--- config.mk ---
export PLATFORM = sky130hd
export DESIGN_NAME = axi_sram_bridge
export DESIGN_NICKNAME = d
export VERILOG_FILES = /design/src/rtl/axi_defs.sv /design/src/rtl/axi_sram_bridge.sv
export SDC_FILE = /design/constraint.sdc
export NUM_CORES = 1
export LEC_CHECK = 0
export ABC_AREA = 1
export CAP_MARGIN = 20
export CORE_AREA = 2 2 127 129
export CTS_CLUSTER_DIAMETER = 150
export CTS_CLUSTER_SIZE = 10
export DETAILED_ROUTE_END_ITERATION = 12
export DIE_AREA = 0 0 129 131
export PLACE_DENSITY = 0.79
export RECOVER_POWER = 50
export SETUP_SLACK_MARGIN = 0.2
export SLEW_MARGIN = 20
export SYNTH_ARGS = -nofsm -noshare
export SYNTH_HDL_FRONTEND = slang
export SYNTH_SLANG_ARGS = --single-unit
--- constraint.sdc ---
create_clock -name clk -period 2.1 [get_ports clk]
set_clock_uncertainty 0.15 [all_clocks]
set_input_delay 0.42 -clock clk [delete_from_list [all_inputs] [get_ports clk]]
set_output_delay 0.42 -clock clk [all_outputs]
set_load 0.1 [all_outputs]
--- src/rtl/axi_defs.sv ---
// Shared AXI3 constants and FSM encodings for the sram-like to AXI bridge.
package axi_defs;

  localparam logic [3:0] AXI_ID_INST = 4'd0;
  localparam logic [3:0] AXI_ID_DATA = 4'd1;

  // Single-beat, non-cacheable, unprivileged transfers only.
  localparam logic [3:0] AXI_LEN        = 4'd0;
  localparam logic [1:0] AXI_BURST_INCR = 2'b01;
  localparam logic [1:0] AXI_LOCK       = 2'b00;
  localparam logic [3:0] AXI_CACHE      = 4'd0;
  localparam logic [2:0] AXI_PROT       = 3'd0;
  localparam logic [3:0] AXI_WID        = AXI_ID_DATA;
  localparam logic       AXI_WLAST      = 1'b1;

  typedef enum logic [1:0] {
    R_IDLE = 2'd0,
    R_AR   = 2'd1,
    R_R    = 2'd2
  } rd_state_e;

  typedef enum logic [1:0] {
    W_IDLE = 2'd0,
    W_REQ  = 2'd1,
    W_B    = 2'd2
  } wr_state_e;

endpackage

--- src/rtl/axi_sram_bridge.sv ---
// Bridges the core's instruction and data sram-like ports onto one AXI3 master.
//   state  | meaning
//   R_IDLE | no read outstanding, may accept a data or inst read
//   R_AR   | arvalid held until arready
//   R_R    | rready high, waiting for the single read beat
//   W_IDLE | no write outstanding
//   W_REQ  | aw and w channels presented, each dropping on its own handshake
//   W_B    | bready high, waiting for the write response
module axi_sram_bridge
  import axi_defs::*;
#(
  parameter logic [3:0] ID_INST = AXI_ID_INST,
  parameter logic [3:0] ID_DATA = AXI_ID_DATA
) (
  input  logic        clk,
  input  logic        resetn,
  input  logic        inst_req,
  input  logic [31:0] inst_addr,
  output logic        inst_addr_ok,
  output logic        inst_data_ok,
  output logic [31:0] inst_rdata,
  input  logic        data_req,
  input  logic        data_wr,
  input  logic [1:0]  data_size,
  input  logic [3:0]  data_wstrb,
  input  logic [31:0] data_addr,
  input  logic [31:0] data_wdata,
  output logic        data_addr_ok,
  output logic        data_data_ok,
  output logic [31:0] data_rdata,
  output logic [3:0]  arid,
  output logic [31:0] araddr,
  output logic [2:0]  arsize,
  output logic        arvalid,
  input  logic        arready,
  input  logic [3:0]  rid,
  input  logic [31:0] rdata,
  input  logic        rvalid,
  output logic        rready,
  output logic [31:0] awaddr,
  output logic [2:0]  awsize,
  output logic        awvalid,
  input  logic        awready,
  output logic [31:0] wdata,
  output logic [3:0]  wstrb,
  output logic        wvalid,
  input  logic        wready,
  input  logic        bvalid,
  output logic        bready
);

  rd_state_e   r_state_q, r_state_d;
  wr_state_e   w_state_q, w_state_d;
  logic [31:0] araddr_q, araddr_d;
  logic [1:0]  arsize_q, arsize_d;
  logic [3:0]  arid_q, arid_d;
  logic [31:0] awaddr_q, awaddr_d;
  logic [1:0]  awsize_q, awsize_d;
  logic [31:0] wdata_q, wdata_d;
  logic [3:0]  wstrb_q, wstrb_d;
  logic        aw_done_q, aw_done_d;
  logic        w_done_q, w_done_d;

  logic rd_holds_data, data_rd_go, data_wr_go, inst_go, r_hit, b_hit;

  // Accepts are gated by resetn so nothing is handshaken during a reset cycle.
  always_comb begin
    rd_holds_data = (r_state_q != R_IDLE) && (arid_q == ID_DATA);
    data_rd_go    = resetn && (r_state_q == R_IDLE) && (w_state_q == W_IDLE)
                    && data_req && !data_wr;
    inst_go       = resetn && (r_state_q == R_IDLE) && inst_req && !data_rd_go;
    data_wr_go    = resetn && (w_state_q == W_IDLE) && data_req && data_wr
                    && !rd_holds_data;
  end

  always_comb begin
    r_state_d = r_state_q;
    araddr_d  = araddr_q;
    arsize_d  = arsize_q;
    arid_d    = arid_q;
    arvalid   = 1'b0;
    rready    = 1'b0;
    r_hit     = 1'b0;
    case (r_state_q)
      R_IDLE: begin
        if (data_rd_go) begin
          araddr_d  = data_addr;
          arsize_d  = data_size;
          arid_d    = ID_DATA;
          r_state_d = R_AR;
        end else if (inst_go) begin
          araddr_d  = inst_addr;
          arsize_d  = 2'd2;
          arid_d    = ID_INST;
          r_state_d = R_AR;
        end
      end
      R_AR: begin
        arvalid = 1'b1;
        if (arready) r_state_d = R_R;
      end
      R_R: begin
        rready = 1'b1;
        if (rvalid) begin
          // A beat with a foreign rid is consumed but never reported.
          r_hit     = resetn && (rid == arid_q);
          r_state_d = R_IDLE;
        end
      end
      default: r_state_d = R_IDLE;
    endcase
  end

  always_comb begin
    w_state_d = w_state_q;
    awaddr_d  = awaddr_q;
    awsize_d  = awsize_q;
    wdata_d   = wdata_q;
    wstrb_d   = wstrb_q;
    aw_done_d = aw_done_q;
    w_done_d  = w_done_q;
    awvalid   = 1'b0;
    wvalid    = 1'b0;
    bready    = 1'b0;
    case (w_state_q)
      W_IDLE: begin
        if (data_wr_go) begin
          awaddr_d  = data_addr;
          awsize_d  = data_size;
          wdata_d   = data_wdata;
          wstrb_d   = data_wstrb;
          aw_done_d = 1'b0;
          w_done_d  = 1'b0;
          w_state_d = W_REQ;
        end
      end
      W_REQ: begin
        awvalid   = !aw_done_q;
        wvalid    = !w_done_q;
        aw_done_d = aw_done_q || awready;
        w_done_d  = w_done_q || wready;
        if (aw_done_d && w_done_d) begin
          aw_done_d = 1'b0;
          w_done_d  = 1'b0;
          w_state_d = W_B;
        end
      end
      W_B: begin
        bready = 1'b1;
        if (bvalid) w_state_d = W_IDLE;
      end
      default: w_state_d = W_IDLE;
    endcase
  end

  assign b_hit = resetn && (w_state_q == W_B) && bvalid;

  always_ff @(posedge clk) begin
    if (!resetn) begin
      r_state_q <= R_IDLE;
      w_state_q <= W_IDLE;
      araddr_q  <= '0;
      arsize_q  <= '0;
      arid_q    <= '0;
      awaddr_q  <= '0;
      awsize_q  <= '0;
      wdata_q   <= '0;
      wstrb_q   <= '0;
      aw_done_q <= 1'b0;
      w_done_q  <= 1'b0;
    end else begin
      r_state_q <= r_state_d;
      w_state_q <= w_state_d;
      araddr_q  <= araddr_d;
      arsize_q  <= arsize_d;
      arid_q    <= arid_d;
      awaddr_q  <= awaddr_d;
      awsize_q  <= awsize_d;
      wdata_q   <= wdata_d;
      wstrb_q   <= wstrb_d;
      aw_done_q <= aw_done_d;
      w_done_q  <= w_done_d;
    end
  end

  assign inst_addr_ok = inst_go;
  assign data_addr_ok = data_rd_go || data_wr_go;
  assign inst_data_ok = r_hit && (arid_q == ID_INST);
  assign data_data_ok = (r_hit && (arid_q == ID_DATA)) || b_hit;
  assign inst_rdata   = rdata;
  assign data_rdata   = rdata;

  assign arid   = arid_q;
  assign araddr = araddr_q;
  assign arsize = {1'b0, arsize_q};
  assign awaddr = awaddr_q;
  assign awsize = {1'b0, awsize_q};
  assign wdata  = wdata_q;
  assign wstrb  = wstrb_q;

endmodule
==> results of run 1 <==
-- per-stage QoR --
| step | worst slack (ps) | hold slack, ps | TNS, ps | total power [mW] | area (um^2) |
|---|---|---|---|---|---|
| after floorplan | -20.1 | 350 | -20.1 | 4.99 | 5100 |
| after global placement | -190 | 301 | -5410 | 5.20 | 6950 |
| after detailed placement | -215 | 323 | -6070 | 5.22 | 6950 |
| after CTS | -28.2 | 339 | -28.2 | 7.17 | 7360 |
| after global routing | -96.2 | 353 | -177 | 7.32 | 7180 |
| final | -25.6 | 330 | -25.6 | 7.02 | 7180 |
-- how the worst max path moves through the flow --
stage	from	to	slack [ps]	cells past startpoint
floorplan	arid[0]$_SDFFE_PN0P_	data_data_ok	-20	4
detailed placement	rid[0]	data_data_ok	-210	6
global route	r_state_q[0]$_SDFFE_PN0P_	data_data_ok	-100	6
CTS	r_state_q[0]$_SDFFE_PN0P_	data_data_ok	-30	6
finish	r_state_q[0]$_SDFFE_PN0P_	data_data_ok	-30	6
global placement	rid[0]	data_data_ok	-190	6
-- power by group through the flow --
stage | clock network (mW) | logic [mW] | registers (mW)
2_1_floorplan | 0 | 1.28 | 3.71
3_3_place_gp | 0 | 2.74 | 2.45
3_5_place_dp | 0 | 2.76 | 2.46
4_1_cts | 1.95 | 2.81 | 2.41
5_1_grt | 2.02 | 2.87 | 2.43
6_report | 1.89 | 2.73 | 2.40
-- critical path, stage by stage (launching register included) --
cell	delay [ps]
dfxtp_2	330
inv_2	80
nand2_4	60
a21oi_2	100
nand4_1	220
o21ai_4	230
buf_12	190
-- flip-flops by register name (all words and copies together) (netlist names), 2 cells and up --
name / count
awsize_q: 2
r_state_q: 2
wstrb: 4
wdata: 32
w_state_q: 2
arsize_q: 2
awaddr: 32
araddr: 32
-- cell usage in the layout, fill, tap and decap left out, types with 10 or more instances in the layout --
cell type | netlist | routed
buf_4 | 80 | 50
o21ai_0 | 47 | 47
nand2_1 | 111 | 106
nor2_1 | 220 | 211
clkbuf_16 | 0 | 10
buf_12 | 0 | 14
dfxtp_1 | 111 | 107
clkdlybuf4s50_1 | 0 | 107
o21ai_1 | 60 | 59
clkbuf_2 | 0 | 76
-- layout make-up --
class	count	area (um^2)	area share, %
clock buffers	12	278	3.87
clock inverters	4	58.8	0.819
inverters	19	81.3	1.13
multi-input cells	465	2060	28.7
flip-flops and latches	111	2230	31.1
well taps	216	270	3.77
repair buffers	256	2190	30.5
-- synth_stat cells (all sizes together) --
library cell,instances,area [um^2]
a21oi,7,35.0
buf,101,736
clkbuf,8,30.0
conb,1,3.75
dfxtp,111,2220
inv,19,76.3
nand2,113,429
nand3,8,45.0
nand4,1,6.26
nor2,222,838
nor3,1,5.00
o2111ai,1,8.76
o21ai,107,536
-- cell families after synthesis --
group                  Yosys count
and+or+nand+nor                345
buffers and inverters          128
AOI/OAI and AO/OA              115
other                            1
DFF                            111
-- repair_timing --
item	4_1_cts	5_1_grt
buffers inserted	6	3
gates resized for setup	17	8
setup endpoints to repair	6	44
pin swaps	7	2
hold buffers	0	0
-- layer usage --
metal  wire [um]  part of all wire (%)  up-vias  global-route usage [%]
met5           0                     0        -                       0
met4         341                   2.3        0                    6.52
met3        1260                   8.5       29                    5.62
met2        7120                    48      195                    28.9
met1        6110                    41     2167                    19.0
li1            -                     -     2443                       -
==> run summary, run 1 <==
The synthesized-area fraction occupied by ao, oa, aoi and oai cells came out at between 10% and 20%. Dividing the detail-routed wire length by the instance count gives roughly 14 um. The endpoint identified for the worst register-to-register timing path is awaddr[11]$_SDFFE_PN0P_. The overall die width came out at around 130 um.

The worst path required time came out at about 1500 ps. The worst setup path is launched from a flop. TritonCTS built the clock tree.

The multiplexer share of the synthesized area came out at 0%. The number of sinks driven by the clock tree is about 110. For this block, the initial DRC count from the detailed router was roughly 150. The repair_antennas step left the layout with diodes totalling 0.

The worst register-to-register path begins at r_state_q[1]$_SDFFE_PN0P_. After global routing the overflow that remains totals 0. The number of antenna violations at the first check in global routing came out at 0.

The DRC violation count after routing came out at 0. After clock tree synthesis, the clock-pin slew on the worst setup and hold paths is about 80 ps. The analysis attributes to net switching a power of 2.96 mW.

The core area came out at between 15,000 and 20,000 um^2. For this run, the share of the core covered by cells in the final layout is a little under half. In this run, distinct cell masters in the synthesized netlist total 22.

After layout, the worst setup slack is -25.6 ps. The wire length of the first global-routing pass is 22,100 um. The cell count after synthesis is 700.

The filler cells instantiated in the layout total approximately 1,600. The share of total power in the clock network came out at a little over a quarter. The register-to-register setup slack is between 200 and 300 ps. Once the floorplan was initialized, standard cells occupied between 30% and 40% of the core.

The share of the cycle needed by the critical path after routing came out at 101%. The cell-internal power came out at slightly above 4 mW. The final reports fail on negative setup slack.

The total CTS buffers came out at 9. The flow ran to the end, but the final reports show violations. The peak ir drop on the vdd network is between 0.0004 and 0.0005 V. The synthesized netlist devotes 26.6% of its cell area to simple gates. The logic gate share of total power came out at between 30% and 40%.

The worst-case clock buffer depth is 2. The cell count after placement came out at 1,058. The signed area change from the synthesized netlist to the final layout is 44.4%. The startpoint of the most critical hold path is arsize_q[0]$_SDFFE_PN0P_. The number of maximum-capacitance violations came out at 0. The count of nets left with antenna violations after detail routing came out at 0. The fraction of synthesized cell area in xor and xnor cells came out at 0%.

For this block, the routed nets add up to between 10,000 and 15,000 um of wire. After detailed routing, the number of vias per cell comes to roughly 4.5. Excluding fillers, the count of instances in the completed layout stands at roughly 1,100. The final count of negative-setup-slack endpoints came out at 1. The synthesis-stage register bit count came out at approximately 110. The data arrival at the endpoint of the critical path is roughly 1600 ps. Entering global routing, the biggest net connects around 60 pins.

The share of the yosys chip area belonging to registers is about 45%. The final hold violation count is 0. The number of iterations in the first detailed-routing pass came out at 4. The vias after detailed routing came out at 4,834. The final layout contains between 1,000 and 1,500 nets. The leakage power is roughly 3.2 nW. The post-synthesis adder-cell area fraction came out at 0%. The number of cells on the worst hold path is 2. Clock tree synthesis selected as its root buffer the cell clkbuf_16. The maximum frequency from static timing analysis is roughly 0.47 GHz. The highest fanout seen on the critical path came out at 3. The switching part of the total power is roughly 42%. The standard-cell row count came out at 46. The transition time of the tightest slew-check pin is approximately 580 ps. The average instance area after synthesis is ~7.1 um^2. The number of levels the H-tree was split into came out at 3. Setup repair after global routing could not meet its margin everywhere. The relative slew slack is about three fifths. After synthesis, the largest family of logic cells by area is simple AND/OR/NAND/NOR gates.

After legalization and detailed placement, the total HPWL measured 10,700 um. The total standard cell area after synthesis is 4970 um^2. The tightest min-delay check is of the flop to flop type. The total global routing track utilization is roughly 17%. The top-level I/O count came out at around 330. Power spread over the standard cell area amounts to slightly below 1000 nW/um^2. The number of global-route vias before repair came out at 4,455.

The number of buffers inserted by port buffering is about 230. The share of power burned in registers is 34.2%. The worst reg-to-reg path cell count came out at 8. STA classifies the critical path endpoint as an output port. The global placement routability congestion came out at ~0.82. The worst hold path terminates at arsize_q[0]$_SDFFE_PN0P_. The count of pins over their slew limit came out at 0. The proportion of layout cells with a drive suffix above 1 is approximately 22%.

The count of yosys warnings during synthesis came out at 0. The overall die area is between 15,000 and 20,000 um^2. The setup path with the least slack is of type flop to output port.

From bottom edge to top edge, the die measures approximately 130 um. For the worst-skew pair, the clock arrives at the later sink with an insertion delay of 340 ps. The smallest clock period supported by the final layout is computed as around 2100 ps.
No activity file was read; power rests on OpenSTA's default activity.
==> run 2, diff against run 1 <==
- CORE_AREA: 2 2 127 129 -> 5 5 126 128
- DIE_AREA: 0 0 129 131 -> 0 0 131 133
- PLACE_DENSITY: 0.79 -> 0.83
- SKIP_CTS_REPAIR_TIMING: unset -> 1
==> run summary, run 2 (synthesis gave the netlist of run 1 again) <==
The number of buffers inserted by port buffering came out at 229 (unchanged). Outcome: finished, violations left (unchanged). The clock tree from TritonCTS was done (unchanged). The setup total negative slack is -14.7 ps (was -25.6 ps). The signed area change from the synthesized netlist to the final layout was 46.9% (was 44.4%). Failing checks: negative setup slack (unchanged). The peak ir drop on the vdd network came out at 0.000555 V (was 0.000491 V). The switching part of the total power came out at 43.1% (was 42.1%).

The overall die area was 17,400 um^2 (was 16,900 um^2). The number of fill cells in the layout was 1,445 (was 1,581). The number of antenna violations at the first check in global routing came out at 0 (unchanged). The clock edge transition at the registers on the reported setup and hold paths is 80 ps (about the same). The share of power burned in registers came out at 35.1% (was 34.2%).

The overall power is 6.86 mW (was 7.02 mW). The cell-internal power is 3.90 mW (was 4.06 mW). The area used by sequential logic in the layout is 2230 um^2 (about the same).

The number of sinks driven by the clock tree came out at 111 (unchanged). The root buffer selected by CTS is clkbuf_16 (unchanged). The number of iterations in the first detailed-routing pass came out at 6 (was 4). The count of nets after finishing is 1,013 (was 1,010). The total CTS buffers was 9 (unchanged). The worst path required time is 1530 ps (about the same). The transition time of the tightest slew-check pin came out at 637 ps (was 582 ps). The count of nets left with antenna violations after detail routing is 0 (unchanged). The proportion of layout cells with a drive suffix above 1 came out at 22.5% (was 22.4%). The share of total power in the clock network was 24.5% (was 26.9%). The number of maximum-capacitance violations is 0 (unchanged).

The share of the cycle needed by the critical path after routing came out at 101% (about the same). The logic gate share of total power is 40.4% (was 38.9%). The filler-free cell count of the finished design is 1,058 (was 1,083). The final hold violation count is 0 (unchanged).

The standard-cell row count came out at 45 (was 46). The data arrival at the endpoint of the critical path came out at 1540 ps (was 1560 ps). The detailed-route vias per instance is 4.57 (was 4.46). The relative slew slack is 57.5% (was 61.2%). The class of the worst hold path is input pin to flop (was flop to flop).

The clock period minus final worst setup slack came out at 2110 ps (was 2130 ps). The worst path setup slack after routing came to -14.7 ps (was -25.6 ps). The core area is 14,800 um^2 (was 15,600 um^2). The switching component of the power was 2.96 mW (about the same). Setup repair after global routing missed its margin: yes (unchanged). The total power density per cell area is 940 nW/um^2 (was 978 nW/um^2). The critical path endpoint category was an output port (unchanged). The highest fanout seen on the critical path is 3 (unchanged). The vias after detailed routing came to 4,833 (was 4,834).

The detailed placement HPWL came out at 11,800 um (was 10,700 um). The later-pin clock latency in the skew report is 350 ps (was 340 ps). The critical path start-end classification is flop to output port (unchanged). The overall die width came out at 131 um (was 129 um). The count of pins over their slew limit is 0 (unchanged). The total grt overflow is 0 (unchanged).

The die extent in y is 133 um (was 131 um). The DRC violation count after routing is 0 (unchanged). The maximum frequency from static timing analysis was 0.473 GHz (was 0.470 GHz). The leakage power is 3.26 nW (was 3.19 nW). The routed wirelength normalized by instance count was 14.9 um (was 13.7 um). The number of levels the H-tree was split into came to 3 (unchanged). The worst-case clock buffer depth came out at 2 (unchanged). The total global routing track utilization came to 16.8% (was 16.7%). The pin count of the biggest net entering global routing came out at 67 (was 61).

The number of violations reported at the end of detailed-routing iteration 0 is 143 (was 149). The number of global-route vias before repair came to 4,448 (was 4,455). The final count of negative-setup-slack endpoints came out at 1 (unchanged). The cell count after placement is 1,036 (was 1,058). Commonest cells after routing, fill and taps aside: 212 x nor2_1, 121 x buf_4, 108 x clkdlybuf4s50_1 (was 211 x nor2_1, 107 x dfxtp_1, 107 x clkdlybuf4s50_1). The critical path launch point type was a flop (unchanged). The starting density of the core is 33.7% (was 31.9%). The count of antenna diodes in the layout is 0 (unchanged). The most common library cell in the layout ignoring fill and taps is nor2_1 (unchanged). The top-level I/O count came out at 331 (unchanged). The global placement routability congestion came out at 0.810 (was 0.815).

The total detailed-routing wirelength was 15,700 um (was 14,800 um). The area of combinational cells with multiple inputs came out at 2050 um^2 (was 2060 um^2). The wire length of the first global-routing pass is 23,200 um (was 22,100 um).
-- run 2: critical path: stages, from the launching register on --
cell and delay [ps]:
dfxtp_2 330, inv_2 80, nand2_2 70, a21oi_2 110, nand4_1 210, o21ai_4 210, buf_12 190
-- run 2: per-stage QoR --
step	util (%)	hold WS, ps	area (um^2)	setup WS [ps]
floorplan	-	350	5100	-20.1
global route	49.5	284	7300	-93.5
finish	49.5	293	7300	-14.7
detailed placement	47.7	308	7040	-207
global placement	47.7	297	7040	-209
CTS	49.7	277	7330	-207
-- run 2: final cells by class --
class                      instances  share of cell area [%]
sequential                       111                    30.6
inverter                          19                    1.11
clock inverter                     5                   0.720
timing repair buffer             259                    33.0
multi-input combinational        465                    28.1
clock buffer                      11                    3.32
tap                              188                    3.22
-- run 2: path summary, 6_finish.rpt --
kind                        startpoint                        end  slack [ps]  cells past startpoint
min reg2reg   arsize_q[0]$_SDFFE_PN0P_   arsize_q[0]$_SDFFE_PN0P_         320                      2
max          r_state_q[0]$_SDFFE_PN0P_               data_data_ok         -10                      6
min                             resetn  w_state_q[0]$_SDFFE_PN0P_         290                      4
max reg2reg  w_state_q[0]$_SDFFE_PN0P_     wdata[12]$_SDFFE_PN0P_         400                      8
-- run 2: power groups by stage --
| stage | logic [mW] | registers (mW) | clock network, mW |
|---|---|---|---|
| finish | 2.77 | 2.41 | 1.68 |
| global route | 2.91 | 2.43 | 1.85 |
| CTS | 2.81 | 2.42 | 1.75 |
| detailed placement | 2.80 | 2.46 | 0 |
| global placement | 2.78 | 2.46 | 0 |
| floorplan | 1.28 | 3.71 | 0 |
-- run 2: metal layers --
| layer | track usage [%] | up-vias | share of wire [%] |
|---|---|---|---|
| li1 | - | 2454 | - |
| met1 | 19.5 | 2161 | 40 |
| met2 | 28.4 | 196 | 47 |
| met3 | 6.78 | 22 | 11 |
| met4 | 4.91 | 0 | 1.8 |
| met5 | 0 | - | 0 |
==> run 3, diff against run 2 <==
- CORE_AREA: 5 5 126 128 -> 3 3 128 130
- PLACE_DENSITY: 0.83 -> 0.79
- TNS_END_PERCENT: unset -> 30
==> run summary, run 3 (synthesis gave the netlist of run 1 again) <==
The total detailed-routing wirelength came out at 15,000 um (was 15,700 um). The filler-free cell count of the finished design is 1,078 (was 1,058). The class of the worst hold path is flop to flop (was input pin to flop).

The overall die area came out at 17,400 um^2 (unchanged). The highest fanout seen on the critical path is 2 (was 3). The count of pins over their slew limit came out at 0 (unchanged). The clock tree from TritonCTS is done (unchanged). The leakage power is 3.29 nW (was 3.26 nW). The top-level I/O count came to 331 (unchanged). Setup repair after global routing missed its margin: yes (unchanged). The number of iterations in the first detailed-routing pass came out at 4 (was 6). The count of nets after finishing came to 1,010 (was 1,013). The number of levels the H-tree was split into is 3 (unchanged).

The standard-cell row count is 45 (unchanged). The worst path required time came to 1530 ps (about the same). The routed wirelength normalized by instance count was 13.9 um (was 14.9 um). The total power density per cell area is 919 nW/um^2 (was 940 nW/um^2).

The number of fill cells in the layout is 1,533 (was 1,445). The number of antenna violations at the first check in global routing came to 0 (unchanged). The delay of the slowest cell on the worst path is 400 ps (was 330 ps). The detailed placement HPWL came out at 11,300 um (was 11,800 um).

The final count of negative-setup-slack endpoints was 1 (unchanged). The vias after detailed routing is 4,819 (was 4,833). The critical path start-end classification was input pin to output port (was flop to output port). The most common library cell in the layout ignoring fill and taps is nor2_1 (unchanged). The proportion of layout cells with a drive suffix above 1 is 22.0% (was 22.5%). Sequence of cells on the critical path: clkdlybuf4s50_1, nor2_1, nand4_1, o21ai_4, buf_12 (was inv_2, nand2_2, a21oi_2, nand4_1, o21ai_4, buf_12).

The final standard cell area without fillers was 7490 um^2 (was 7300 um^2). The total global routing track utilization came out at 16.2% (was 16.8%). The worst path setup slack after routing came out at -19.1 ps (was -14.7 ps). The relative slew slack came out at 64.4% (was 57.5%).

The root buffer selected by CTS is clkbuf_16 (unchanged). The share of the cycle needed by the critical path after routing came out at 101% (about the same). The peak ir drop on the vdd network is 0.000547 V (was 0.000555 V).

The starting density of the core came out at 32.6% (was 33.7%). The number of buffers inserted by port buffering is 229 (unchanged). The data arrival at the endpoint of the critical path came out at 1550 ps (was 1540 ps).

The detailed-route vias per instance came out at 4.47 (was 4.57). The critical path launch point type is an input pin (was flop). Failing checks: negative setup slack (unchanged). The critical-path cell with the highest stage delay was clkdlybuf4s50_1 (was dfxtp_2).

The count of antenna diodes in the layout came to 0 (unchanged). The pin count of the biggest net entering global routing is 60 (was 67). The die extent in y came out at 133 um (unchanged). The DRC violation count after routing came out at 0 (unchanged).

The critical path endpoint category is an output port (unchanged). The total buffers and inverters traversed by the critical path was 2 (unchanged). The total grt overflow was 0 (unchanged). The number of maximum-capacitance violations was 0 (unchanged).

The smallest hold slack came to 324 ps (was 293 ps). The total CTS buffers is 9 (unchanged). The clock edge transition at the registers on the reported setup and hold paths is 80 ps (about the same). The final hold violation count was 0 (unchanged).

The overall die width is 131 um (unchanged). The later-pin clock latency in the skew report came out at 350 ps (about the same). The number of violations reported at the end of detailed-routing iteration 0 came out at 182 (was 143).

The post-detailed-placement cell area is 7150 um^2 (was 7040 um^2). The clock period minus final worst setup slack came out at 2120 ps (was 2110 ps). The overall power came to 6.88 mW (was 6.86 mW).

The wire length of the first global-routing pass was 22,300 um (was 23,200 um). The number of sinks driven by the clock tree is 111 (unchanged). Commonest cells after routing, fill and taps aside: 213 x nor2_1, 112 x buf_4, 110 x clkdlybuf4s50_1 (was 212 x nor2_1, 121 x buf_4, 108 x clkdlybuf4s50_1).

Outcome: finished, violations left (unchanged). The kind of cell with the highest combined delay on the critical path is buffers and inverters (was flip-flops). The maximum frequency from static timing analysis is 0.472 GHz (was 0.473 GHz).

The global placement routability congestion came to 0.752 (was 0.810). The worst-case clock buffer depth came out at 2 (unchanged). The transition time of the tightest slew-check pin is 534 ps (was 637 ps). The number of global-route vias before repair came to 4,488 (was 4,448).

The count of nets left with antenna violations after detail routing is 0 (unchanged). The core area is 15,300 um^2 (was 14,800 um^2). The signed area change from the synthesized netlist to the final layout was 50.6% (was 46.9%). The cell count after placement came out at 1,058 (was 1,036).
[run 3: changes by cell type in the layout (fill, tap and decap cells not counted), sizes merged]
cell / delta
clkbuf: -9
buf: +6
clkdlybuf4s50: +2
clkinv: -1
clkinvlp: +1
dlygate4sd3: -1
dlymetal6s2s: -1
[run 3: area by class of cell]
type	instances	area (um^2)	area share [%]
Timing Repair Buffer	256	2590	34.6
Sequential cell	111	2230	29.8
Multi-Input combinational cell	465	2040	27.3
Tap cell	211	264	3.53
Clock buffer	11	233	3.11
Inverter	19	81.3	1.09
Clock inverter	5	41.3	0.552
[run 3: worst reg2reg max path, cell delays in order, from the launching register on]
cell	delay (ps)
dfxtp_2	330
inv_2	90
nand2_1	110
nor2_2	140
nand2_4	110
buf_4	150
buf_4	190
nand2_1	90
nand2_1	60
nor2_1	110
nor2_1	50
[run 3: final timing paths]
path / startpoint / to / slack [ps] / cells after the start
max: rid[3] / data_data_ok / -20 / 5
min: arsize_q[0]$_SDFFE_PN0P_ / arsize_q[0]$_SDFFE_PN0P_ / 320 / 2
max reg2reg: r_state_q[0]$_SDFFE_PN0P_ / araddr[4]$_SDFFE_PN0P_ / 410 / 10
min reg2reg: arsize_q[0]$_SDFFE_PN0P_ / arsize_q[0]$_SDFFE_PN0P_ / 320 / 2
[run 3: metal layers]
metal  vias to the layer above  routed length [um]  track usage, %
li1                       2442                   -               -
met1                      2157                6100            17.8
met2                       193                7190            28.4
met3                        27                1480            5.53
met4                         0                 267            5.71
met5                         -                   0               0
[run 3: metrics by stage]
stage | utilization, % | worst slack, ps | TNS (ps)
global route | 49.1 | -103 | -196
floorplan | - | -20.1 | -20.1
finish | 49.1 | -19.1 | -19.1
detailed placement | 46.8 | -196 | -5250
global placement | 46.8 | -197 | -2710
CTS | 48.6 | -197 | -551
[run 3: report_power, final]
| part | switching, mW | total (mW) | internal (mW) | leakage [nW] |
|---|---|---|---|---|
| clock | 0.801 | 1.62 | 0.818 | 0.127 |
| combinational | 2.02 | 2.84 | 0.816 | 2.25 |
| sequential | 0.123 | 2.42 | 2.30 | 0.912 |
